**config.mk**
```make
export PLATFORM = sky130hd
export DESIGN_NAME = tmds_channel_decoder
export DESIGN_NICKNAME = d
export VERILOG_FILES = /design/src/rtl/tmds_channel_decoder.sv
export SDC_FILE = /design/constraint.sdc
export NUM_CORES = 1
export LEC_CHECK = 0
export BUFFER_PORTS_ARGS = -buffer_cell sky130_fd_sc_hd__buf_4
export CORE_MARGIN = 3
export CORE_UTILIZATION = 45
export CTS_CLUSTER_DIAMETER = 60
export DETAILED_ROUTE_END_ITERATION = 8
export HOLD_SLACK_MARGIN = 0.03
export PLACE_DENSITY = 0.63
export SYNTH_ARGS = -nofsm -noshare
export SYNTH_HDL_FRONTEND = slang
export SYNTH_SLANG_ARGS = --single-unit
export TNS_END_PERCENT = 100
```
**constraint.sdc**
```tcl
create_clock -name CLK -period 8.34 [get_ports CLK]
set_input_delay 1.668 -clock CLK [delete_from_list [all_inputs] [get_ports CLK]]
set_output_delay 1.668 -clock CLK [all_outputs]
set_load 0.02 [all_outputs]
```
**src/rtl/tmds_channel_decoder.sv**
```systemverilog
// ---------------------------------------------------------------------------
// tmds_channel_decoder
//
// Receive side of one DVI/TMDS colour channel. Each pixel clock it takes a
// 10-bit character from the deserializer and recovers the video-data-enable,
// the pixel byte and the 2-bit control code.
//
// It also aligns the word boundary. While searching, it counts consecutive
// control tokens. If no lock is found in time, it pulses BITSLIP. Once
// locked, it tracks the received running disparity and flags excursions.
//
// Ports:
//   CLK        pixel clock
//   RST        synchronous, active-high reset
//   ENC[9:0]   TMDS character from deserializer, bit 0 first-transmitted
//   VDE        decoded video-data-enable
//   VIDDATA    decoded pixel byte
//   CONTROL    decoded control code {C1,C0}
//   BITSLIP    one-cycle request to shift the deserializer word boundary
//   LOCKED     word alignment achieved
//   DISP_ERR   one-cycle pulse when the disparity bound is violated
//   ERR_COUNT  saturating count of DISP_ERR pulses since reset
// ---------------------------------------------------------------------------
module tmds_channel_decoder #(
  parameter int LOCK_COUNT     = 8,
  parameter int SEARCH_TIMEOUT = 1024,
  parameter int SLIP_SETTLE    = 4,
  parameter int UNLOCK_TIMEOUT = 65536,
  parameter int DISP_LIMIT     = 10
) (
  input  logic        CLK,
  input  logic        RST,
  input  logic [9:0]  ENC,
  output logic        VDE,
  output logic [7:0]  VIDDATA,
  output logic [1:0]  CONTROL,
  output logic        BITSLIP,
  output logic        LOCKED,
  output logic        DISP_ERR,
  output logic [15:0] ERR_COUNT
);

  localparam logic [1:0] ST_SEARCH    = 2'd0;
  localparam logic [1:0] ST_SLIP_WAIT = 2'd1;
  localparam logic [1:0] ST_LOCKED    = 2'd2;

  localparam int TOK_W    = $clog2(LOCK_COUNT + 1);
  localparam int SRCH_W   = $clog2(SEARCH_TIMEOUT + 1);
  localparam int SETTLE_W = $clog2(SLIP_SETTLE + 1);
  localparam int IDLE_W   = $clog2(UNLOCK_TIMEOUT + 1);

  localparam logic [TOK_W-1:0]    TOK_LAST    = TOK_W'(LOCK_COUNT - 1);
  localparam logic [SRCH_W-1:0]   SEARCH_LAST = SRCH_W'(SEARCH_TIMEOUT - 1);
  localparam logic [SETTLE_W-1:0] SETTLE_LAST = SETTLE_W'(SLIP_SETTLE - 1);
  localparam logic [IDLE_W-1:0]   IDLE_LAST   = IDLE_W'(UNLOCK_TIMEOUT - 1);

  localparam logic signed [8:0] LIM_P = 9'(DISP_LIMIT);
  localparam logic signed [8:0] LIM_N = -LIM_P;

  logic [1:0]          state;
  logic [TOK_W-1:0]    tok_cnt;
  logic [SRCH_W-1:0]   search_timer;
  logic [SETTLE_W-1:0] settle_cnt;
  logic [IDLE_W-1:0]   idle_timer;
  logic signed [7:0]   rd;

  logic                is_ctrl;
  logic [1:0]          ctrl_code;
  logic [7:0]          q;
  logic [7:0]          decoded;
  logic [3:0]          ones;
  logic signed [8:0]   rd_sum;
  logic                disp_over;
  logic signed [7:0]   rd_next;

  always_comb begin
    is_ctrl   = 1'b1;
    ctrl_code = 2'b00;
    case (ENC)
      10'h354: ctrl_code = 2'b00;
      10'h0AB: ctrl_code = 2'b01;
      10'h154: ctrl_code = 2'b10;
      10'h2AB: ctrl_code = 2'b11;
      default: is_ctrl   = 1'b0;
    endcase
  end

  // ENC[9] marks an inverted payload.
  // ENC[8] chooses XOR (1) or XNOR (0) chaining of adjacent bits.
  always_comb begin
    q          = ENC[9] ? ~ENC[7:0] : ENC[7:0];
    decoded    = 8'h00;
    decoded[0] = q[0];
    for (int i = 1; i < 8; i++) begin
      decoded[i] = ENC[8] ? (q[i] ^ q[i-1]) : ~(q[i] ^ q[i-1]);
    end
  end

  // Each character contributes (ones - zeros) = 2*popcount - 10 to disparity.
  // The sum is formed in 9 bits so the out-of-range value is seen before
  // it is clamped back into the 8-bit accumulator.
  always_comb begin
    ones = 4'd0;
    for (int i = 0; i < 10; i++) begin
      ones = ones + {3'b000, ENC[i]};
    end
    rd_sum    = {rd[7], rd} + $signed({4'b0000, ones, 1'b0}) - 9'sd10;
    disp_over = (rd_sum > LIM_P) || (rd_sum < LIM_N);
    if (rd_sum > LIM_P) begin
      rd_next = LIM_P[7:0];
    end else if (rd_sum < LIM_N) begin
      rd_next = LIM_N[7:0];
    end else begin
      rd_next = rd_sum[7:0];
    end
  end

  always_ff @(posedge CLK) begin
    if (RST) begin
      state        <= ST_SEARCH;
      tok_cnt      <= '0;
      search_timer <= '0;
      settle_cnt   <= '0;
      idle_timer   <= '0;
      rd           <= '0;
      VDE          <= 1'b0;
      VIDDATA      <= 8'h00;
      CONTROL      <= 2'b00;
      BITSLIP      <= 1'b0;
      LOCKED       <= 1'b0;
      DISP_ERR     <= 1'b0;
      ERR_COUNT    <= 16'h0000;
    end else begin
      BITSLIP  <= 1'b0;
      DISP_ERR <= 1'b0;
      case (state)
        ST_SEARCH: begin
          VDE     <= 1'b0;
          VIDDATA <= 8'h00;
          CONTROL <= 2'b00;
          LOCKED  <= 1'b0;
          // Lock takes priority over a coinciding search timeout.
          // The token that completes the lock is already reported.
          if (is_ctrl && (tok_cnt == TOK_LAST)) begin
            state        <= ST_LOCKED;
            LOCKED       <= 1'b1;
            CONTROL      <= ctrl_code;
            tok_cnt      <= '0;
            search_timer <= '0;
            idle_timer   <= '0;
            rd           <= '0;
          end else if (search_timer == SEARCH_LAST) begin
            state        <= ST_SLIP_WAIT;
            BITSLIP      <= 1'b1;
            search_timer <= '0;
            tok_cnt      <= '0;
            settle_cnt   <= '0;
          end else begin
            search_timer <= search_timer + SRCH_W'(1);
            tok_cnt      <= is_ctrl ? (tok_cnt + TOK_W'(1)) : '0;
          end
        end

        ST_SLIP_WAIT: begin
          VDE     <= 1'b0;
          VIDDATA <= 8'h00;
          CONTROL <= 2'b00;
          LOCKED  <= 1'b0;
          if (settle_cnt == SETTLE_LAST) begin
            state        <= ST_SEARCH;
            settle_cnt   <= '0;
            tok_cnt      <= '0;
            search_timer <= '0;
          end else begin
            settle_cnt <= settle_cnt + SETTLE_W'(1);
          end
        end

        ST_LOCKED: begin
          if (is_ctrl) begin
            VDE        <= 1'b0;
            CONTROL    <= ctrl_code;
            idle_timer <= '0;
            rd         <= '0;
          end else if (idle_timer == IDLE_LAST) begin
            // A long run of data words with no token means alignment was lost.
            state        <= ST_SEARCH;
            LOCKED       <= 1'b0;
            VDE          <= 1'b0;
            VIDDATA      <= 8'h00;
            CONTROL      <= 2'b00;
            idle_timer   <= '0;
            rd           <= '0;
            tok_cnt      <= '0;
            search_timer <= '0;
          end else begin
            idle_timer <= idle_timer + IDLE_W'(1);
            VDE        <= 1'b1;
            VIDDATA    <= decoded;
            rd         <= rd_next;
            if (disp_over) begin
              DISP_ERR <= 1'b1;
              if (ERR_COUNT != 16'hFFFF) begin
                ERR_COUNT <= ERR_COUNT + 16'd1;
              end
            end
          end
        end

        default: begin
          state   <= ST_SEARCH;
          VDE     <= 1'b0;
          VIDDATA <= 8'h00;
          CONTROL <= 2'b00;
          LOCKED  <= 1'b0;
          rd      <= '0;
        end
      endcase
    end
  end

endmodule

```
==> results.toml <==
[run_status]
outcome = "finished, final reports clean"

[drt]
wl_microns = 9770
drt_pre_antenna_iters = 4
dr_total_vias = 3709
wire_per_inst_microns = 14.0
vias_per_cell = 5.32
detail_route.iter0.violations = 135
detail-route-antenna-nets = 0
drcViolationCount = 0

[critical_path]
critical_path.cell_chain = "buf_4 > inv_1 > fa_1 > fa_1 > fa_1 > inv_1 > ha_1 > inv_1 > fa_1 > ha_1 > inv_1 > ha_1 > inv_1 > fa_1 > nor2b_1 > o21ai_2 > xnor2_1 > o41ai_4 > a2111oi_1 > mux2_1"
worstPathMaxFanout = 15
standard_cell_with_the_maximum_stage_delay_on_the_critical_path = "o41ai_4"
path_buf_inv = 6
startpoint = "ENC[3]"
r2r.worst_path.cells = 12
critPathRequiredTime_ns = 8.58
critical_path_class = "in -> reg"
crit_family = "adder cells"
cp.arrival_ns = 7.05
launching_point_of_the_worst_reg2reg_path = "rd[2]$_SDFFE_PP0P_"
kind_of_start_point_of_the_critical_path = "input port"
critical_path.max_stage_delay_ns = 1.03
instance_count_on_the_critical_path = 20
nature_of_the_critical_path_endpoint = "flop"

[synth]
synth.area.mux_share = 0.0516
edff_count_synth = 0
synth_top_family_by_area = "simple AND/OR/NAND/NOR gates"
synth_commonest_cells = "dfxtp_1, nor2_1, inv_1, nand2_1"
synth_compound_gate_area_share = 0.164
synth_cells = 526
synth.yosys.seq_area_share = 0.318
yosysUniqueCellTypes = 69
post-synth-top-area-cell = "dfxtp_1"
synth_register_bits = 74
postSynth.topFlopCell = "dfxtp_1"
yosys.cell_count.top_type = "dfxtp_1"
proportion_of_synthesized_flip_flops_having_asynchronous_set_or_reset = 0
post_synth_xor_xnor_area = 0.0697
synth.top_cells.by_area = "dfxtp_1, ha_1, xnor2_1"
mappedNetlistArea_sq_um = 4650
syn_area_per_cell_sq_um = 8.84
area_share_of_fa_ha_maj_cells_after_synthesis = 0.103
synth.top_cell.area_share = 0.318
synthesis.nets = 572
synth_simple_gate_area_share = 0.235
yosys_warnings = 0

[worst_hold_path]
holdCritStartpoint = "settle_cnt[1]$_SDFFE_PP0P_"
hold_class = "reg -> reg"
hold-path-cell-count = 2

[clocking]
htree_num_levels = 3
ctsLongestPathBuffers = 2
numCtsBuffers = 9
cts_resized = 0
clock_sink_count = 74
clock_tree_from_tritoncts = "built"
insertion_delay_to_the_later_sink_of_the_worst_skew_pair_ns = 0.34
cts_setup_buffers = 0
clk_pin_slew_worst_paths_ns = 0.08
cts.hold.buffers_added = 0
root_buffer = "clkbuf_8"

[floorplan]
floorplan.initialDensity = 0.469
floorplan.core_area_sq_um = 9910
die_width_microns = 108
die_height_microns = 108
rows = 36
design.portCount = 42
design.die.area_sq_um = 11600

[sta]
clock.fmax_mhz = 147
final.min_clock_period_ns = 6.81
final.period_utilization = 0.817
setup_viol_count_final = 0
finalClockSkew_ns = 0.00995
grt_setup_unrepaired = "false"
final.setup.tns_ns = 0
final_slew_violations = 0
timing_hold_violations_final = 0
holdWs_ns = 0.463
worst_slew_margin_rel = 0.254
measured_slew_at_the_worst_slew_check_pin_ns = 1.12

[final_layout]
nNetsFinal = 605
insertedDiodeCount = 0
final_cell_area_sq_um = 5210
drive_gt1_frac = 0.165
area_growth_pct = 12.1

[pwr]
vdd_drop_max_v = 0.000180
power_density_relative_to_cell_area_nw_per_um2 = 195
p_leak_uw = 0.00203

[place]
routabilityCongestion = 0.808
port_buffers = 41
placed_cell_area_sq_um = 5010
detailed_place_hpwl_microns = 7120

[flow_run]
timing.max_cap.violations = 0

[grt]
antenna_violations_before_repair = 0
global_route_wire_length_before_repair_microns = 17000
grtUsageTotal = 0.179
grt_overflow = 0
grt_max_degree = 55
first_global_vias = 3617
-- cell usage in the layout (no fill, tap or decap), types with 3 or more instances in the layout --
cell type and n:
nand2_1 35, and4_1 4, nor3_1 4, nand4_1 12, xnor2_1 26, nor2b_1 19, nand4b_1 3, a21o_1 4
a22o_1 9, a211oi_1 7, nand3_1 27, a2111oi_1 6, nand2b_1 7, and3_1 9, mux2_4 8, fa_1 7
or3_1 3, a211oi_2 8, dfxtp_1 74, xor2_1 11, and2_1 6, buf_4 42, mux2_1 7, or2_1 3
o21ai_0 8, ha_1 27, a21oi_1 25, a31oi_1 4, inv_1 40, clkbuf_8 9, nor3b_1 5, mux2i_1 3
nor2_1 55
-- cell families after synthesis --
logic type	after synthesis
and+or+nand+nor	207
AOI/OAI and AO/OA	95
DFF	74
buffers and inverters	60
xor gates and xnor gates	37
adders and majority gates	34
muxes	19
-- sequential cells by signal, summed over array words and instances (netlist names) --
name	cells
BITSLIP	1
CONTROL	2
DISP_ERR	1
ERR_COUNT	16
LOCKED	1
VDE	1
VIDDATA	8
idle_timer	17
rd	7
search_timer	11
settle_cnt	3
state	2
tok_cnt	4
-- through the flow --
stage | std cells | setup slack, ns | util | power (uW)
detailed placement | 681 | 1.14 | 0.506 | 740
global placement | 681 | 1.22 | 0.506 | 731
CTS | 697 | 1.53 | 0.526 | 1030
finish | 697 | 1.53 | 0.526 | 1020
floorplan | 526 | 1.93 | - | 688
global route | 697 | 1.28 | 0.526 | 1090
-- final timing paths --
kind / to / slack (ns)
max: ERR_COUNT[6]$_SDFFE_PP0P_ / 1.53
min: settle_cnt[1]$_SDFFE_PP0P_ / 0.46
max reg2reg: ERR_COUNT[6]$_SDFFE_PP0P_ / 4.82
min reg2reg: settle_cnt[1]$_SDFFE_PP0P_ / 0.46
-- routing by layer --
layer	routed length [microns]	track usage	part of all wire	up-vias
li1	-	-	-	1909
met1	4710	0.229	0.48	1743
met2	4680	0.301	0.48	46
met3	271	0.0426	0.028	11
met4	114	0.0505	0.012	0
met5	0	0	0	-
-- area by class of cell --
class / instances / area [sq um]
inverters: 40 / 150
repair buffers: 42 / 315
clock inverters: 7 / 77.6
fillers: 964 / 4700
clock buffers: 9 / 124
multi-input cells: 392 / 2900
flip-flops and latches: 74 / 1480
well taps: 133 / 166
-- power by group --
group | switching (uW) | internal, uW | leakage (uW) | total [uW]
Clock | 143 | 141 | 0.000100 | 284
Sequential | 1.12 | 354 | 0.000596 | 355
Combinational | 246 | 131 | 0.00133 | 377
-- worst min-delay path, cell delays in order (launching register included) --
cell and delay (ns):
dfxtp_1 0.32, nand2_1 0.05, a21oi_1 0.05
No activity file was read; power rests on OpenSTA's default activity.
